===== config.mk =====
export PLATFORM = sky130hd
export DESIGN_NAME = dmem_arbiter_flat
export DESIGN_NICKNAME = d
export VERILOG_FILES = /design/src/rtl/dmem_arbiter_pkg.sv /design/src/rtl/dmem_arbiter_if.sv /design/src/rtl/dmem_arbiter_rr_arb2.sv /design/src/rtl/dmem_arbiter.sv /design/src/flat_wrapper.sv
export SDC_FILE = /design/constraint.sdc
export NUM_CORES = 1
export LEC_CHECK = 0
export ABC_AREA = 0
export CAP_MARGIN = 0
export CORE_AREA = 2 2 124 126
export CTS_CLUSTER_SIZE = 40
export DETAILED_ROUTE_END_ITERATION = 12
export DIE_AREA = 0 0 126 128
export GPL_ROUTABILITY_DRIVEN = 0
export PLACE_DENSITY_LB_ADDON = 0.08
export SLEW_MARGIN = 20
export SYNTH_ARGS = -nofsm -noshare
export SYNTH_HDL_FRONTEND = slang
export SYNTH_HIERARCHICAL = 1
export SYNTH_SLANG_ARGS = --single-unit

===== constraint.sdc =====
create_clock -name clock -period 2.6 [get_ports clock]
set_input_delay 0.26 -clock clock [delete_from_list [all_inputs] [get_ports clock]]
set_output_delay 0.26 -clock clock [all_outputs]
set_load 0.02 [all_outputs]

===== src/rtl/dmem_arbiter_pkg.sv =====
// -----------------------------------------------------------------------------
// dmem_arbiter_pkg
// Shared definitions for the data-memory arbiter slice:
//   state_t          - arbiter FSM states (IDLE / BUSY / DONE)
//   PORT_CPU/PORT_LD - requester ids used for grant and last_grant
//   DEFAULT_LATENCY  - default data_memory access time in cycles
//   CNT_W            - width of the access-latency down counter (1..15)
// -----------------------------------------------------------------------------
package dmem_arbiter_pkg;

  typedef enum logic [1:0] {
    IDLE = 2'd0,
    BUSY = 2'd1,
    DONE = 2'd2
  } state_t;

  localparam logic PORT_CPU = 1'b0;
  localparam logic PORT_LD  = 1'b1;

  localparam int DEFAULT_LATENCY = 2;
  localparam int CNT_W           = 4;

endpackage


===== src/rtl/dmem_arbiter_if.sv =====
// -----------------------------------------------------------------------------
// dmem_arbiter_if
// Bundles the three buses that meet at the arbiter:
//   cpu_*  - MEM-stage load/store request, stall back-pressure and load data
//   ld_*   - loader/debug port request, completion pulse and read data
//   dm_*   - strobes/address/data towards data_memory and its read result
// Modports:
//   slave  - arbiter view (requests in, responses and memory strobes out)
//   master - environment view (CPU, loader and data_memory side)
// -----------------------------------------------------------------------------
interface dmem_arbiter_if;

  logic        cpu_memread;
  logic        cpu_memwrite;
  logic [31:0] cpu_addr;
  logic [31:0] cpu_wdata;
  logic        cpu_stall;
  logic [31:0] cpu_rdata;

  logic        ld_req;
  logic        ld_we;
  logic [31:0] ld_addr;
  logic [31:0] ld_wdata;
  logic        ld_ack;
  logic [31:0] ld_rdata;

  logic        dm_read;
  logic        dm_write;
  logic [31:0] dm_addr;
  logic [31:0] dm_wdata;
  logic [31:0] dm_result;

  modport slave (
    input  cpu_memread, cpu_memwrite, cpu_addr, cpu_wdata,
    output cpu_stall, cpu_rdata,
    input  ld_req, ld_we, ld_addr, ld_wdata,
    output ld_ack, ld_rdata,
    output dm_read, dm_write, dm_addr, dm_wdata,
    input  dm_result
  );

  modport master (
    output cpu_memread, cpu_memwrite, cpu_addr, cpu_wdata,
    input  cpu_stall, cpu_rdata,
    output ld_req, ld_we, ld_addr, ld_wdata,
    input  ld_ack, ld_rdata,
    input  dm_read, dm_write, dm_addr, dm_wdata,
    output dm_result
  );

endinterface


===== src/rtl/dmem_arbiter_rr_arb2.sv =====
// -----------------------------------------------------------------------------
// rr_arb2
// Two-requester round-robin grant (CPU vs loader).
// Ports:
//   clock, reset  - system clock, synchronous active-high reset
//   req_cpu       - CPU requester active
//   req_ld        - loader requester active
//   grant_en      - grant is being taken this cycle (arbiter in IDLE)
//   grant_valid   - at least one requester active
//   grant_id      - requester that wins (PORT_CPU / PORT_LD)
// On a tie the requester that did not win last time is chosen. last_grant
// resets to the loader so the CPU wins the first tie after reset.
// -----------------------------------------------------------------------------
module rr_arb2
  import dmem_arbiter_pkg::*;
(
  input  logic clock,
  input  logic reset,
  input  logic req_cpu,
  input  logic req_ld,
  input  logic grant_en,
  output logic grant_valid,
  output logic grant_id
);

  logic last_grant_reg;

  always_comb begin
    grant_valid = req_cpu | req_ld;
    if (req_cpu && req_ld) begin
      grant_id = ~last_grant_reg;
    end else if (req_ld) begin
      grant_id = PORT_LD;
    end else begin
      grant_id = PORT_CPU;
    end
  end

  always_ff @(posedge clock) begin
    if (reset) begin
      last_grant_reg <= PORT_LD;
    end else if (grant_en && grant_valid) begin
      last_grant_reg <= grant_id;
    end
  end

endmodule


===== src/rtl/dmem_arbiter.sv =====
// -----------------------------------------------------------------------------
// dmem_arbiter
// Shares one data_memory between the CPU MEM stage and a loader/debug port.
// One access is outstanding at a time: IDLE samples requests and grants one,
// BUSY drives the memory strobes for exactly LATENCY cycles, DONE releases the
// requester for one cycle (CPU: stall drops, loader: ld_ack pulses).
// Ports:
//   clock, reset - system clock, synchronous active-high reset
//   bus          - dmem_arbiter_if.slave: cpu_*, ld_* and dm_* buses
// Parameter:
//   LATENCY      - data_memory access time in cycles, 1..15
// -----------------------------------------------------------------------------
module dmem_arbiter
  import dmem_arbiter_pkg::*;
#(
  parameter int LATENCY = DEFAULT_LATENCY
) (
  input  logic           clock,
  input  logic           reset,
  dmem_arbiter_if.slave  bus
);

  generate
    if (LATENCY < 1 || LATENCY > 15) begin : g_bad_latency
      $error("dmem_arbiter: LATENCY must be within 1..15");
    end
  endgenerate

  state_t             state_reg;
  logic [CNT_W-1:0]   cnt_reg;
  logic               grant_reg;
  logic               dm_read_reg;
  logic               dm_write_reg;
  logic [31:0]        dm_addr_reg;
  logic [31:0]        dm_wdata_reg;
  logic               ld_ack_reg;
  logic [31:0]        cpu_rdata_reg;
  logic [31:0]        ld_rdata_reg;

  logic               cpu_act;
  logic               grant_valid;
  logic               grant_id;

  assign cpu_act = bus.cpu_memread | bus.cpu_memwrite;

  rr_arb2 u_rr_arb2 (
    .clock       (clock),
    .reset       (reset),
    .req_cpu     (cpu_act),
    .req_ld      (bus.ld_req),
    .grant_en    (state_reg == IDLE),
    .grant_valid (grant_valid),
    .grant_id    (grant_id)
  );

  always_ff @(posedge clock) begin
    if (reset) begin
      state_reg     <= IDLE;
      cnt_reg       <= '0;
      grant_reg     <= PORT_CPU;
      dm_read_reg   <= 1'b0;
      dm_write_reg  <= 1'b0;
      dm_addr_reg   <= '0;
      dm_wdata_reg  <= '0;
      ld_ack_reg    <= 1'b0;
      cpu_rdata_reg <= '0;
      ld_rdata_reg  <= '0;
    end else begin
      ld_ack_reg <= 1'b0;
      case (state_reg)
        IDLE: begin
          if (grant_valid) begin
            grant_reg <= grant_id;
            cnt_reg   <= CNT_W'(LATENCY - 1);
            state_reg <= BUSY;
            if (grant_id == PORT_CPU) begin
              // A store wins over a load when both CPU strobes are set.
              dm_write_reg <= bus.cpu_memwrite;
              dm_read_reg  <= ~bus.cpu_memwrite;
              dm_addr_reg  <= bus.cpu_addr;
              dm_wdata_reg <= bus.cpu_wdata;
            end else begin
              dm_write_reg <= bus.ld_we;
              dm_read_reg  <= ~bus.ld_we;
              dm_addr_reg  <= bus.ld_addr;
              dm_wdata_reg <= bus.ld_wdata;
            end
          end
        end
        BUSY: begin
          if (cnt_reg == '0) begin
            // dm_read_reg still holds the latched op on this last BUSY cycle.
            if (dm_read_reg) begin
              if (grant_reg == PORT_CPU) begin
                cpu_rdata_reg <= bus.dm_result;
              end else begin
                ld_rdata_reg <= bus.dm_result;
              end
            end
            dm_read_reg  <= 1'b0;
            dm_write_reg <= 1'b0;
            ld_ack_reg   <= (grant_reg == PORT_LD);
            state_reg    <= DONE;
          end else begin
            cnt_reg <= cnt_reg - 1'b1;
          end
        end
        DONE: begin
          state_reg <= IDLE;
        end
        default: begin
          state_reg <= IDLE;
        end
      endcase
    end
  end

  // Stall every cycle the CPU has a request, except the DONE cycle of its own
  // access: the pipeline advances at the end of that cycle.
  assign bus.cpu_stall = cpu_act & ~((state_reg == DONE) && (grant_reg == PORT_CPU));
  assign bus.cpu_rdata = cpu_rdata_reg;
  assign bus.ld_ack    = ld_ack_reg;
  assign bus.ld_rdata  = ld_rdata_reg;
  assign bus.dm_read   = dm_read_reg;
  assign bus.dm_write  = dm_write_reg;
  assign bus.dm_addr   = dm_addr_reg;
  assign bus.dm_wdata  = dm_wdata_reg;

endmodule


===== src/flat_wrapper.sv =====
// flat-port wrapper written by rule: the top's interface ports become plain ports
module dmem_arbiter_flat import dmem_arbiter_pkg::*;
#(
  parameter int LATENCY = DEFAULT_LATENCY
)
  (clock, reset, bus_cpu_memread, bus_cpu_memwrite, bus_cpu_addr, bus_cpu_wdata, bus_cpu_stall, bus_cpu_rdata, bus_ld_req, bus_ld_we, bus_ld_addr, bus_ld_wdata, bus_ld_ack, bus_ld_rdata, bus_dm_read, bus_dm_write, bus_dm_addr, bus_dm_wdata, bus_dm_result);
  dmem_arbiter_if bus_i ();
  input  logic clock;
  input  logic reset;
  input wire logic [$bits(bus_i.cpu_memread)-1:0] bus_cpu_memread;
  input wire logic [$bits(bus_i.cpu_memwrite)-1:0] bus_cpu_memwrite;
  input wire logic [$bits(bus_i.cpu_addr)-1:0] bus_cpu_addr;
  input wire logic [$bits(bus_i.cpu_wdata)-1:0] bus_cpu_wdata;
  output wire logic [$bits(bus_i.cpu_stall)-1:0] bus_cpu_stall;
  output wire logic [$bits(bus_i.cpu_rdata)-1:0] bus_cpu_rdata;
  input wire logic [$bits(bus_i.ld_req)-1:0] bus_ld_req;
  input wire logic [$bits(bus_i.ld_we)-1:0] bus_ld_we;
  input wire logic [$bits(bus_i.ld_addr)-1:0] bus_ld_addr;
  input wire logic [$bits(bus_i.ld_wdata)-1:0] bus_ld_wdata;
  output wire logic [$bits(bus_i.ld_ack)-1:0] bus_ld_ack;
  output wire logic [$bits(bus_i.ld_rdata)-1:0] bus_ld_rdata;
  output wire logic [$bits(bus_i.dm_read)-1:0] bus_dm_read;
  output wire logic [$bits(bus_i.dm_write)-1:0] bus_dm_write;
  output wire logic [$bits(bus_i.dm_addr)-1:0] bus_dm_addr;
  output wire logic [$bits(bus_i.dm_wdata)-1:0] bus_dm_wdata;
  input wire logic [$bits(bus_i.dm_result)-1:0] bus_dm_result;
  assign bus_i.cpu_memread = bus_cpu_memread;
  assign bus_i.cpu_memwrite = bus_cpu_memwrite;
  assign bus_i.cpu_addr = bus_cpu_addr;
  assign bus_i.cpu_wdata = bus_cpu_wdata;
  assign bus_cpu_stall = bus_i.cpu_stall;
  assign bus_cpu_rdata = bus_i.cpu_rdata;
  assign bus_i.ld_req = bus_ld_req;
  assign bus_i.ld_we = bus_ld_we;
  assign bus_i.ld_addr = bus_ld_addr;
  assign bus_i.ld_wdata = bus_ld_wdata;
  assign bus_ld_ack = bus_i.ld_ack;
  assign bus_ld_rdata = bus_i.ld_rdata;
  assign bus_dm_read = bus_i.dm_read;
  assign bus_dm_write = bus_i.dm_write;
  assign bus_dm_addr = bus_i.dm_addr;
  assign bus_dm_wdata = bus_i.dm_wdata;
  assign bus_i.dm_result = bus_dm_result;
  dmem_arbiter #(.LATENCY(LATENCY)) u_core (.clock(clock), .reset(reset), .bus(bus_i));
endmodule

== Word level (Yosys, flattened, before mapping) ==
Index checks and enable logic that the tools add are counted.

* Bits in latches: 0
* Register bits: 139
* Bits in writable memories: 0
* Output and inout bits: 132
* Word-level logic and storage cells: 57
* ROM bits: 0
* Memories: 0
* Input bits: 166

* Muxes and demuxes: 17
* Bitwise logic cells: 10
* Divide/modulo/power cells: 0
* Reductions and logical operators: 13
* Magnitude comparators: 0
* Shifts and indexed selects: 0
* Equal/unequal tests: 5
* Multiply operators: 0
* Add/sub/neg operators: 1

{| class="wikitable"
|+ Operator list
! operator !! number
|-
| 32-bit 2-to-1 mux || 2
|-
| 4-bit 2-to-1 mux || 2
|-
| 4-bit case mux with 2 select lines || 1
|-
| 4-bit AND reduction || 2
|-
| 1-bit 2-to-1 mux || 7
|-
| 1-bit inverter || 7
|-
| 3-bit AND reduction || 2
|-
| 4-bit logical NOT || 1
|-
| 2-bit 2-to-1 mux || 2
|-
| 2-bit by 1-bit inequality test with 1-bit output (second input constant) || 2
|-
| 1-bit case mux with 2 select lines || 2
|-
| 2-bit case mux with 2 select lines || 1
|-
| 2-bit AND reduction || 2
|-
| 4-bit by 1-bit subtractor with 4-bit output (second input constant) || 1
|-
| 1-bit logical AND || 3
|-
| 3-bit OR reduction || 1
|-
| 2-bit by 1-bit == test with 1-bit output (second input constant) || 1
|-
| 2-bit == test (second input constant) || 1
|-
| 2-bit logical NOT || 1
|-
| 2-bit inequality test (second input constant) || 1
|-
| 1-bit bitwise OR || 2
|-
| 2-bit nonzero test || 1
|-
| 1-bit AND || 1
|}

== Logic depth before layout (Yosys ltp) ==
Gate-level depths: netlist (run 1).

* Word-level depth: 6
* Gate-level depth with buffers: 7
* Depth with buffers taken out: 5

== Modules after synthesis ==
Netlist (run 1), hierarchy kept.

{| class="wikitable"
|+ Modules (own cells, without submodules)
! module !! sequential area each (sq um) !! instances !! area an instance (sq um) !! cells each
|-
| dmem_arbiter || 2762.6 || 1 || 5788.1 || 639
|-
| rr_arb2 || 20.0 || 1 || 56.3 || 6
|}

== Worst setup path before layout (run 1) ==
OpenSTA, ideal clock, no wires.

* Path type: in2reg
* From: input bus_cpu_memwrite
* To: register u_core.dm_addr_reg[24] (netlist: u_core/bus.dm_addr[24])
* Data arrival time: 1508 ps
* Stages: 7
* Required time: 2466 ps
* Slack: 958 ps
* Path through: or2_2 > a21boi_0 > buf_2 > buf_6 > buf_2 > mux2i_1 > a211oi_1

* Longest elaborated chain between the ends: 4
* Elaborated cells between the ends (all ways): 6
* Those cells by class: 2 x mux; 2 x bitwise; 2 x reduce/logical

{| class="wikitable"
|+ Ends and longest elaborated chain
! what !! line !! RTL
|-
| start: declaration || flat_wrapper.sv:11 || <nowiki>input wire logic [$bits(bus_i.cpu_memwrite)-1:0] bus_cpu_memwrite;</nowiki>
|-
| 1-bit bitwise OR || dmem_arbiter.sv:44 || <nowiki>assign cpu_act = bus.cpu_memread | bus.cpu_memwrite;</nowiki>
|-
| 1-bit logical AND || dmem_arbiter_rr_arb2.sv:30 || <nowiki>if (req_cpu && req_ld) begin</nowiki>
|-
| 1-bit 2-to-1 mux || dmem_arbiter_rr_arb2.sv:30 ||
|-
| net u_core.grant_id || dmem_arbiter.sv:42 || <nowiki>logic grant_id;</nowiki>
|-
| 32-bit 2-to-1 mux || dmem_arbiter.sv:76 || <nowiki>if (grant_id == PORT_CPU) begin</nowiki>
|-
| end signal: assignment || dmem_arbiter.sv:80 || <nowiki>dm_addr_reg <= bus.cpu_addr;</nowiki>
|-
| end signal: assignment || dmem_arbiter.sv:85 || <nowiki>dm_addr_reg <= bus.ld_addr;</nowiki>
|-
| end: declaration || dmem_arbiter.sv:34 || <nowiki>logic [31:0] dm_addr_reg;</nowiki>
|}

The timed path passes the listed nets, and every way through them passes these cells.
A chain may end at the register's enable or synchronous reset.

== Worst setup path after layout (run 1) ==
* From: register u_core.state_reg[1]
* To: output bus_cpu_stall

* Longest elaborated chain between the ends: 4

{| class="wikitable"
|+ Ends and longest elaborated chain
! what !! line !! RTL
|-
| start: declaration || dmem_arbiter.sv:29 || <nowiki>state_t state_reg;</nowiki>
|-
| start signal: assignment || dmem_arbiter.sv:58 || <nowiki>state_reg <= IDLE;</nowiki>
|-
| start signal: assignment || dmem_arbiter.sv:75 || <nowiki>state_reg <= BUSY;</nowiki>
|-
| start signal: assignment || dmem_arbiter.sv:103 || <nowiki>state_reg <= DONE;</nowiki>
|-
| 2-bit == test || dmem_arbiter.sv:120 || <nowiki>assign bus.cpu_stall = cpu_act & ~((state_reg == DONE) && (grant_reg == PORT_CPU));</nowiki>
|-
| 1-bit logical AND || dmem_arbiter.sv:120 ||
|-
| 1-bit inverter || dmem_arbiter.sv:120 ||
|-
| 1-bit AND || dmem_arbiter.sv:120 ||
|-
| end: declaration || flat_wrapper.sv:14 || <nowiki>output wire logic [$bits(bus_i.cpu_stall)-1:0] bus_cpu_stall;</nowiki>
|}

No other way between the ends.

==> results of run 1 <==
-- metrics by stage --
step | worst slack [ps] | utilization (%)
floorplan | 957.6 | -
detailed placement | 372.6 | 60.19
global placement | 401.7 | 60.19
global route | 304.1 | 64.20
CTS | 424.5 | 64.20
finish | 443.1 | 64.20
-- layout by cell type, fill, tap and decap left out, types with 3 or more instances in the layout --
cell and count:
nor2_1 69, bufinv_16 3, o21ai_1 10, o21ai_0 56
inv_1 4, dfxtp_1 139, buf_12 7, buf_4 11
clkbuf_1 4, clkbuf_16 17, nand3_1 65, clkdlybuf4s50_1 296
nand2_1 4, a211oi_1 66, clkinv_2 3, mux2i_1 66
clkbuf_8 3, a21oi_1 68
-- cells by family after synthesis --
| kind of cell | count (synthesis) |
|---|---|
| and+or+nand+nor | 157 |
| DFF | 139 |
| AOI/OAI and AO/OA | 210 |
| buffers and inverters | 71 |
| muxes | 66 |
| adders and majority gates | 2 |
-- worst paths after layout --
| kind | startpoint | endpoint | slack [ps] | depth (start not counted) |
|---|---|---|---|---|
| worst max-delay path | u_core/state_reg[1]$_SDFFE_PP0P_ | bus_cpu_stall | 440 | 3 |
| worst min-delay path | reset | u_core/state_reg[1]$_SDFFE_PP0P_ | 370 | 2 |
| worst max register to register | u_core/cnt_reg[0]$_SDFFE_PP0P_ | u_core/bus.dm_read$_SDFFE_PP0P_ | 670 | 5 |
| worst min register to register | u_core/bus.ld_rdata[4]$_SDFFE_PP0P_ | u_core/bus.ld_rdata[4]$_SDFFE_PP0P_ | 480 | 2 |
-- worst max-delay path: cells and delay by family, from the launching register on --
| family | cells | cell delay (ps) |
|---|---|---|
| buffers and inverters | 2 | 640 |
| flip-flops | 1 | 570 |
| AO/OA/AOI/OAI | 1 | 280 |
-- power groups by stage --
stage	logic (mW)	clock network [mW]	registers, mW
detailed placement	2.36	0	2.62
global placement	2.33	0	2.61
floorplan	1.11	0	2.88
CTS	2.37	2.49	2.58
global route	2.54	2.60	2.62
finish	2.37	2.45	2.58
-- routing by layer --
layer / part of all wire [%] / wire length [µm] / GRT usage, % / vias to the layer above
met3: 9.0 / 1688 / 9.432 / 27
met2: 49 / 9178 / 38.46 / 238
met1: 40 / 7443 / 25.50 / 2744
met4: 2.3 / 439 / 8.791 / 0
met5: 0 / 0 / 0 / -
li1: - / - / - / 2870
-- layout make-up --
class,instances,share of cell area (%)
Clock buffer,24,5.048
Clock inverter,7,1.193
Inverter,4,0.1573
Multi-Input combinational cell,435,28.60
Sequential cell,139,29.16
Tap cell,188,2.465
Timing Repair Buffer,314,33.38
==> impl_metrics.json, run 1 <==
{
  "grt_antenna_before_repair": 0,
  "dr_total_vias": 5879,
  "period_needed_ps": 2157,
  "grt_pass1_wl_mm": 29.34,
  "route.detailed.drc": 0,
  "synth.mux.area_fraction_pct": 11.30,
  "hp-class": "in2reg",
  "hold_buffers": 0,
  "placed_area_um2": 8947,
  "multi_input_area_um2": 2729,
  "cts_buffers": 17,
  "drtIter0Drc": 344,
  "h-tree-depth": 4,
  "min_period_over_period_pct": 82.96,
  "syn_inst": 645,
  "dp.cells": 1080,
  "synth_compound_area_share_pct": 21.49,
  "fin_tns_setup_ps": 0,
  "critPathArrivalTime_ps": 1900,
  "crit_chain": "inv_1, o31a_1, clkdlybuf4s50_1",
  "async_flop_share_pct": 0,
  "leakagePower_nw": 3.378,
  "synth_edf_count": 0,
  "via_per_inst": 5.292,
  "syn_nets": 813,
  "required_ps": 2340,
  "timing_hold_violations_final": 0,
  "cap_violations": 0,
  "synthAdderAreaFrac_pct": 0.4282,
  "syn_avg_cell_area_um2": 9.061,
  "drive_above_1_share_pct": 5.850,
  "rsz0062_at_grt": "false",
  "ios": 298,
  "dieArea_um2": 16130,
  "first_global_vias": 5779,
  "synth_xor_area_share_pct": 0,
  "wirelength_mm": 18.75,
  "ys_warn_count": 6,
  "setup_viol": 0,
  "powerDensity_nw_per_um2": 775.3,
  "crit_slowest_cell": "dfxtp_1",
  "cts_tree": "built",
  "yosys-top-cells-count": "139 x dfxtp_1, 69 x nor2_1, 68 x a21oi_1",
  "synth_most_common_cell": "dfxtp_1",
  "pwr-share-comb_pct": 32.0,
  "synthSimpleGateAreaFrac_pct": 13.06,
  "clk_pin_slew_ps": 50,
  "cts.sinks": 139,
  "clkLatencyLatePin_ps": 410,
  "drt-pass1-iter-count": 4,
  "switching_share_pct": 31.97,
  "yosysTopAreaCell": "dfxtp_1",
  "seq_area_frac_synth_pct": 47.61,
  "grt_max_degree": 85,
  "area_growth_pct": 63.28,
  "yosys.area.top_type_share_pct": 47.61,
  "synth.area.top_cells": "dfxtp_1 48%, mux2i_1 11%, a211oi_1 8.5%, a21oi_1 5.8%, nand3_1 5.6%",
  "worstSetupPathType": "reg2out",
  "hold_slack_ps": 371.3,
  "yosysUniqueCellTypes": 40,
  "yosys_register_bits": 139,
  "hpwl_mm": 13.38,
  "synthFlopType": "dfxtp_1",
  "outcome": "finished clean",
  "overflow": 0,
  "cts_buffer_depth": 2,
  "avgRoutedWirePerCell_um": 16.88,
  "start_util_pct": 39.32,
  "antenna_cells": 0,
  "worst_pin_slew_ps": 721.5,
  "max-vdd-ir-drop_mv": 0.5730,
  "p_int_mw": 5.033,
  "final_cell_area_um2": 9543,
  "p_total_mw": 7.399,
  "stdcell_count": 1111,
  "cts_root_buffer": "clkbuf_16",
  "pwr-share-clk_pct": 33.1,
  "num-fill-cells": 1267,
  "row_count": 45,
  "p_switching_mw": 2.366,
  "die_h_um": 128,
  "seqPwrFrac_pct": 34.9,
  "critPathLaunchType": "flip-flop",
  "synth_top_family_by_area": "compound AO/OA/AOI/OAI gates",
  "ff_latch_area_um2": 2783,
  "nNetsFinal": 1079,
  "fmax_mhz": 463.6,
  "antenna_left": 0,
  "core_um2": 14860,
  "cpPeakStageDelay_ps": 570,
  "setup.worst_path.end_class": "output pin",
  "die_x_um": 126,
  "relSlewSlack_pct": 51.90,
  "post_cts_buffers": 0,
  "drv_slew": 0,
  "crit_path_max_fanout": 13,
  "cts_resized": 0,
  "syn_area_um2": 5844,
  "skew_ps": 8.308,
  "port_buffers": 297,
  "grt.total_usage_pct": 22.69
}
Note: power is estimated with default switching activity, not from simulation.
==> run 2, diff against run 1 <==
==> constraint.sdc (replaced) <==
create_clock -name clock -period 2.1 [get_ports clock]
set_input_delay 0.21 -clock clock [delete_from_list [all_inputs] [get_ports clock]]
set_output_delay 0.21 -clock clock [all_outputs]
set_load 0.02 [all_outputs]
==> run 2 against run 1 <==
Effect of this change: register-to-register slack lost 470 ps; via count fell by 0.65%; non-clock buffer count up 3; critical endpoint is now u_core/bus.ld_rdata[14]$_SDFFE_PP0P_.
==> impl_metrics.json, run 2 (synthesis results as in run 1) <==
{
  "outcome": "finished clean",
  "route.detailed.drc": 0,
  "leakagePower_nw": 3.368,
  "crit_slowest_cell": "or3b_4",
  "drt-pass1-iter-count": 6,
  "r2r_start": "u_core/cnt_reg[0]$_SDFFE_PP0P_",
  "clkLatencyLatePin_ps": 410,
  "cts_tree": "built",
  "die_x_um": 126,
  "drtIter0Drc": 290,
  "p_int_mw": 5.969,
  "pwr-share-comb_pct": 33.8,
  "via_per_inst": 5.248,
  "reg2reg_depth": 6,
  "cpPeakStageDelay_ps": 570,
  "rsz0062_at_grt": "false",
  "seqPwrFrac_pct": 36.0,
  "worstSetupPathType": "reg2reg",
  "placed_area_um2": 8995,
  "row_count": 45,
  "wirelength_mm": 18.24,
  "core_um2": 14860,
  "critPathArrivalTime_ps": 2190,
  "cap_violations": 0,
  "post_cts_buffers": 0,
  "grt_pass1_wl_mm": 28.36,
  "r2r_slack_ps": 200,
  "dieArea_um2": 16130,
  "final_core_util_pct": 64.06,
  "r2r_end": "u_core/bus.ld_rdata[14]$_SDFFE_PP0P_",
  "cts.sinks": 139,
  "nNetsFinal": 1082,
  "critPathLaunchType": "flip-flop",
  "powerDensity_nw_per_um2": 930.5,
  "area_growth_pct": 62.92,
  "h-tree-depth": 4,
  "antenna_cells": 0,
  "clk_pin_slew_ps": 50,
  "grt_antenna_before_repair": 0,
  "min_path_cells": 2,
  "relSlewSlack_pct": 61.12,
  "period_needed_ps": 1903,
  "hpwl_mm": 13.38,
  "timing_hold_violations_final": 0,
  "final_cell_area_um2": 9522,
  "overflow": 0,
  "avgRoutedWirePerCell_um": 16.39,
  "required_ps": 2390,
  "grt_max_degree": 77,
  "crit_chain": "inv_1, ha_1, or3b_4, buf_4, o21ai_0, a21oi_1",
  "pwr-share-clk_pct": 30.1,
  "die_h_um": 128,
  "worstSetupStartpoint": "u_core/cnt_reg[0]$_SDFFE_PP0P_",
  "ios": 298,
  "final_cell_mix": "296 x clkdlybuf4s50_1, 138 x dfxtp_1, 69 x nor2_1",
  "cp-endpoint": "u_core/bus.ld_rdata[14]$_SDFFE_PP0P_",
  "setup_viol": 0,
  "p_total_mw": 8.860,
  "start_util_pct": 39.32,
  "max-vdd-ir-drop_mv": 0.5792,
  "skew_ps": 7.006,
  "drive_above_1_share_pct": 6.270,
  "antenna_left": 0,
  "crit_path_max_fanout": 35,
  "mostFrequentLayoutCell": "clkdlybuf4s50_1",
  "port_buffers": 297,
  "worst_pin_slew_ps": 583.1,
  "grt.total_usage_pct": 21.98,
  "cts_root_buffer": "clkbuf_16",
  "setup.worst_path.end_class": "flip-flop",
  "dr_total_vias": 5841,
  "cts_buffers": 17,
  "first_global_vias": 5747,
  "drv_slew": 0,
  "switching_share_pct": 32.63,
  "cts_buffer_depth": 2,
  "min_period_over_period_pct": 90.61,
  "p_switching_mw": 2.891,
  "fmax_mhz": 525.5,
  "hp-class": "in2reg"
}
-- run 2: cell count changes in the layout (fill, tap and decap cells not counted) --
cell | previous run | this run
clkinv_2 | 3 | 6
buf_12 | 7 | 9
clkinvlp_4 | 0 | 2
buf_4 | 11 | 12
clkbuf_1 | 4 | 3
clkbuf_8 | 3 | 1
dfxtp_2 | 0 | 1
bufinv_16 | 3 | 1
clkinv_4 | 1 | 0
dfxtp_1 | 139 | 138
-- run 2: power by group through the flow --
stage / combinational [mW] / sequential, mW / clock (mW)
3_3_place_gp: 2.96 / 3.23 / 0
3_5_place_dp: 3.01 / 3.24 / 0
2_1_floorplan: 1.38 / 3.57 / 0
4_1_cts: 3.02 / 3.19 / 2.73
6_report: 3.00 / 3.19 / 2.67
5_1_grt: 3.23 / 3.23 / 2.86
-- run 2: how the worst min path moves through the flow --
stage                                                   endpoint  slack (ps)                                   from
floorplan           u_core/u_rr_arb2/last_grant_reg$_SDFFE_PP1P_         320                                  reset
global placement           u_core/bus.cpu_rdata[16]$_SDFFE_PP0P_         460  u_core/bus.cpu_rdata[16]$_SDFFE_PP0P_
detailed placement          u_core/bus.ld_rdata[10]$_SDFFE_PP0P_         470   u_core/bus.ld_rdata[10]$_SDFFE_PP0P_
CTS                             u_core/state_reg[1]$_SDFFE_PP0P_         270                                  reset
global route                    u_core/state_reg[1]$_SDFFE_PP0P_         290                                  reset
finish                          u_core/state_reg[1]$_SDFFE_PP0P_         280                                  reset
-- run 2: layout make-up --
class,instances,area (µm²)
multi-input cells,435,2729
inverters,4,15.01
fillers,1248,5343
well taps,188,235.2
clock inverters,9,75.07
flip-flops and latches,139,2784
clock buffers,21,450.4
repair buffers,317,3233
-- run 2: what timing repair did --
| item | CTS | global route |
|---|---|---|
| resized for setup | 0 | 1 |
| hold buffers | 0 | 0 |
| endpoints found under the setup margin | 0 | 1 |
-- run 2: stage by stage --
| stage | hold slack (ps) | setup WS [ps] | std cells | setup TNS (ps) |
|---|---|---|---|---|
| floorplan | 320.3 | 507.6 | 645 | 0 |
| global placement | 462.2 | 55.73 | 1083 | 0 |
| detailed placement | 465.5 | -32.94 | 1083 | -90.75 |
| CTS | 267.0 | 25.49 | 1113 | 0 |
| global route | 290.2 | 120.3 | 1113 | 0 |
| finish | 280.9 | 197.2 | 1113 | 0 |
-- run 2: critical path: cells and delay by family, from the launching register on --
kind                     cells  cell delay (ps)
AND/OR/NAND/NOR              1              570
buffers and inverters        2              360
AO/OA/AOI/OAI                2              320
flip-flops                   1              310
adder cells (fa/ha/maj)      1              210
-- run 2: metal layers --
layer / track usage (%) / wire length (µm) / share of wire (%) / vias to the layer above
li1: - / - / - / 2881
met3: 8.431 / 1773 / 9.7 / 30
met2: 38.43 / 9091 / 50 / 247
met1: 23.84 / 6983 / 38 / 2683
met5: 0 / 0 / 0 / -
met4: 9.308 / 392 / 2.1 / 0
==> run 3, diff against run 2 <==
--- a/config.mk
+++ b/config.mk
@@ -5,12 +5,12 @@
 export SDC_FILE = /design/constraint.sdc
 export NUM_CORES = 1
 export LEC_CHECK = 0
-export ABC_AREA = 0
+export ABC_AREA = 1
 export CAP_MARGIN = 0
-export CORE_AREA = 2 2 124 126
+export CORE_AREA = 2 2 137 139
 export CTS_CLUSTER_SIZE = 40
 export DETAILED_ROUTE_END_ITERATION = 12
-export DIE_AREA = 0 0 126 128
+export DIE_AREA = 0 0 139 141
 export GPL_ROUTABILITY_DRIVEN = 0
 export PLACE_DENSITY_LB_ADDON = 0.08
 export SLEW_MARGIN = 20
==> run 3 against run 2 <==
Effect of this change: total power down 5.8%; non-clock buffer count shrank 3; clock skew is essentially flat; synthesized cell count is 47% higher; fmax is 5.5% lower; setup slack worse by 110 ps; flip-flop and latch count is the same; area after synthesis is 6.5% higher; cell count is 32% higher; first-iteration DRC count is 4.8% lower; register-to-register slack improved by 300 ps; critical endpoint is now bus_cpu_stall; largest power group unchanged.
==> impl_metrics.json, run 3 <==
{
  "leakagePower_nw": 4.233,
  "avgRoutedWirePerCell_um": 13.24,
  "switching_share_pct": 30.92,
  "start_util_pct": 34.06,
  "row_count": 50,
  "ys_warn_count": 6,
  "grt.total_usage_pct": 19.68,
  "min_period_over_period_pct": 95.87,
  "synth.area.top_cells": "dfxtp_1 45%, nand2_1 19%, nor2_1 8.2%, inv_1 6.5%, a21oi_1 5.6%",
  "critPathArrivalTime_ps": 1800,
  "hold_path.startpoint": "reset",
  "hp-class": "in2reg",
  "timing_hold_violations_final": 0,
  "syn_nets": 1114,
  "r2r_slack_ps": 500,
  "crit_path_max_fanout": 5,
  "pwr-share-comb_pct": 28.4,
  "h-tree-depth": 4,
  "powerDensity_nw_per_um2": 835.8,
  "syn_area_um2": 6222,
  "seq_area_frac_synth_pct": 44.72,
  "period_needed_ps": 2013,
  "syn_avg_cell_area_um2": 6.577,
  "critPathLaunchType": "input port",
  "grt_antenna_before_repair": 1,
  "async_flop_share_pct": 0,
  "yosysUniqueCellTypes": 25,
  "grt_max_degree": 69,
  "route.detailed.drc": 0,
  "relSlewSlack_pct": 68.89,
  "yosys_register_bits": 139,
  "cts_buffer_depth": 2,
  "grt_pass1_wl_mm": 30.94,
  "dr_total_vias": 6386,
  "r2r_end": "u_core/bus.ld_rdata[20]$_SDFFE_PP0P_",
  "setup.worst_path.end_class": "output pin",
  "clk_pin_slew_ps": 60,
  "p_switching_mw": 2.579,
  "pwr-share-clk_pct": 35.0,
  "worst_pin_slew_ps": 466.6,
  "cts_root_buffer": "clkbuf_16",
  "seqPwrFrac_pct": 36.6,
  "r2r_start": "u_core/cnt_reg[0]$_SDFFE_PP0P_",
  "skew_ps": 7.453,
  "post_cts_buffers": 0,
  "first_global_vias": 5962,
  "cts_tree": "built",
  "core_um2": 18270,
  "p_int_mw": 5.762,
  "cts_buffers": 17,
  "rsz0062_at_grt": "false",
  "max-vdd-ir-drop_mv": 0.5909,
  "fmax_mhz": 496.7,
  "wirelength_mm": 19.43,
  "hpwl_mm": 13.95,
  "synth_edf_count": 0,
  "area_growth_pct": 60.41,
  "die_x_um": 139,
  "die_h_um": 141,
  "drive_above_1_share_pct": 5.114,
  "synthFlopType": "dfxtp_1",
  "required_ps": 1890,
  "yosysTopAreaCell": "dfxtp_1",
  "yosys-top-cells-count": "309 x nand2_1, 139 x dfxtp_1, 136 x nor2_1",
  "clkLatencyLatePin_ps": 420,
  "ios": 298,
  "dieArea_um2": 19600,
  "dp.cells": 1435,
  "final_cell_mix": "308 x nand2_1, 296 x clkdlybuf4s50_1, 139 x dfxtp_1",
  "cap_violations": 0,
  "antenna_left": 0,
  "stdcell_count": 1467,
  "reg2reg_depth": 8,
  "cts.sinks": 139,
  "mostFrequentLayoutCell": "nand2_1",
  "yosys.area.top_type_share_pct": 44.72,
  "outcome": "finished clean",
  "worstSetupStartpoint": "bus_cpu_memwrite",
  "drt-pass1-iter-count": 4,
  "syn_inst": 946,
  "fin_tns_setup_ps": 0,
  "worstSetupPathType": "in2out",
  "nNetsFinal": 1388,
  "drv_slew": 0,
  "via_per_inst": 4.353,
  "overflow": 0,
  "cp-endpoint": "bus_cpu_stall",
  "setup_viol": 0,
  "port_buffers": 297,
  "drtIter0Drc": 276,
  "synth_most_common_cell": "nand2_1"
}
run 3: cell count changes after synthesis, moves of 11 or more:
cell and delta:
nand3_1 -25, clkbuf_1 -12, o21ai_0 +11, inv_1 +104
nor2_1 +67, nand2_1 +305, mux2i_1 -66, a211oi_1 -66
run 3: power groups by stage:
stage / registers [mW] / logic [mW] / clock network, mW
2_1_floorplan: 3.38 / 1.01 / 0
3_3_place_gp: 3.10 / 2.39 / 0
3_5_place_dp: 3.11 / 2.39 / 0
4_1_cts: 3.05 / 2.39 / 2.99
5_1_grt: 3.09 / 2.60 / 3.12
6_report: 3.05 / 2.37 / 2.92
run 3: worst min-delay path by stage:
stage | cells past startpoint | slack (ps) | end
3_5_place_dp | 2 | 460 | u_core/bus.dm_wdata[17]$_SDFFE_PP0P_
6_report | 2 | 150 | u_core/bus.dm_wdata[19]$_SDFFE_PP0P_
5_1_grt | 2 | 150 | u_core/bus.dm_wdata[13]$_SDFFE_PP0P_
3_3_place_gp | 2 | 450 | u_core/bus.dm_wdata[17]$_SDFFE_PP0P_
2_1_floorplan | 2 | 320 | u_core/u_rr_arb2/last_grant_reg$_SDFFE_PP1P_
4_1_cts | 2 | 130 | u_core/bus.dm_wdata[17]$_SDFFE_PP0P_
run 3: area by class of cell:
class	instances	area [µm²]
Fill cell	1833	8287
Multi-Input combinational cell	637	2708
Sequential cell	139	2783
Antenna cell	1	2.502
Timing Repair Buffer	314	3196
Tap cell	234	292.8
Clock buffer	22	494.2
Clock inverter	9	88.84
Inverter	111	416.7
run 3: metrics by stage:
stage / setup slack (ps) / total power [mW] / hold WS [ps] / utilization (%) / cell area (µm²)
finish: 86.74 / 8.342 / 150.1 / 54.64 / 9981
global route: 0.9450 / 8.804 / 148.4 / 54.64 / 9981
CTS: 14.78 / 8.438 / 134.1 / 54.60 / 9973
detailed placement: 28.27 / 5.493 / 455.3 / 51.40 / 9390
global placement: 50.23 / 5.484 / 450.4 / 51.40 / 9390
floorplan: 425.7 / 4.387 / 317.6 / - / 6222
run 3: kinds of logic after synthesis:
family                     synth area share, %
adders and majority gates               0.4021
buffers and inverters                    12.07
AOI/OAI and AO/OA                        11.34
and+or+nand+nor                          31.47
DFF                                      44.72
run 3: repair_timing:
action,in CTS,in global routing
gates resized for setup,0,1
setup endpoints to repair,0,1
hold buffers,0,0
run 3: per-layer routing:
metal	vias up	global-route usage, %	share of wire (%)
li1	3420	-	-
met1	2750	23.77	44
met2	196	32.18	46
met3	20	8.220	8.6
met4	0	5.901	1.3
met5	-	0	0
run 3: worst max-delay path, cell delays in order:
cell and delay (ps):
clkdlybuf4s50_1 420, or2_2 380, o31ai_2 110, inv_1 130
clkdlybuf4s50_1 560
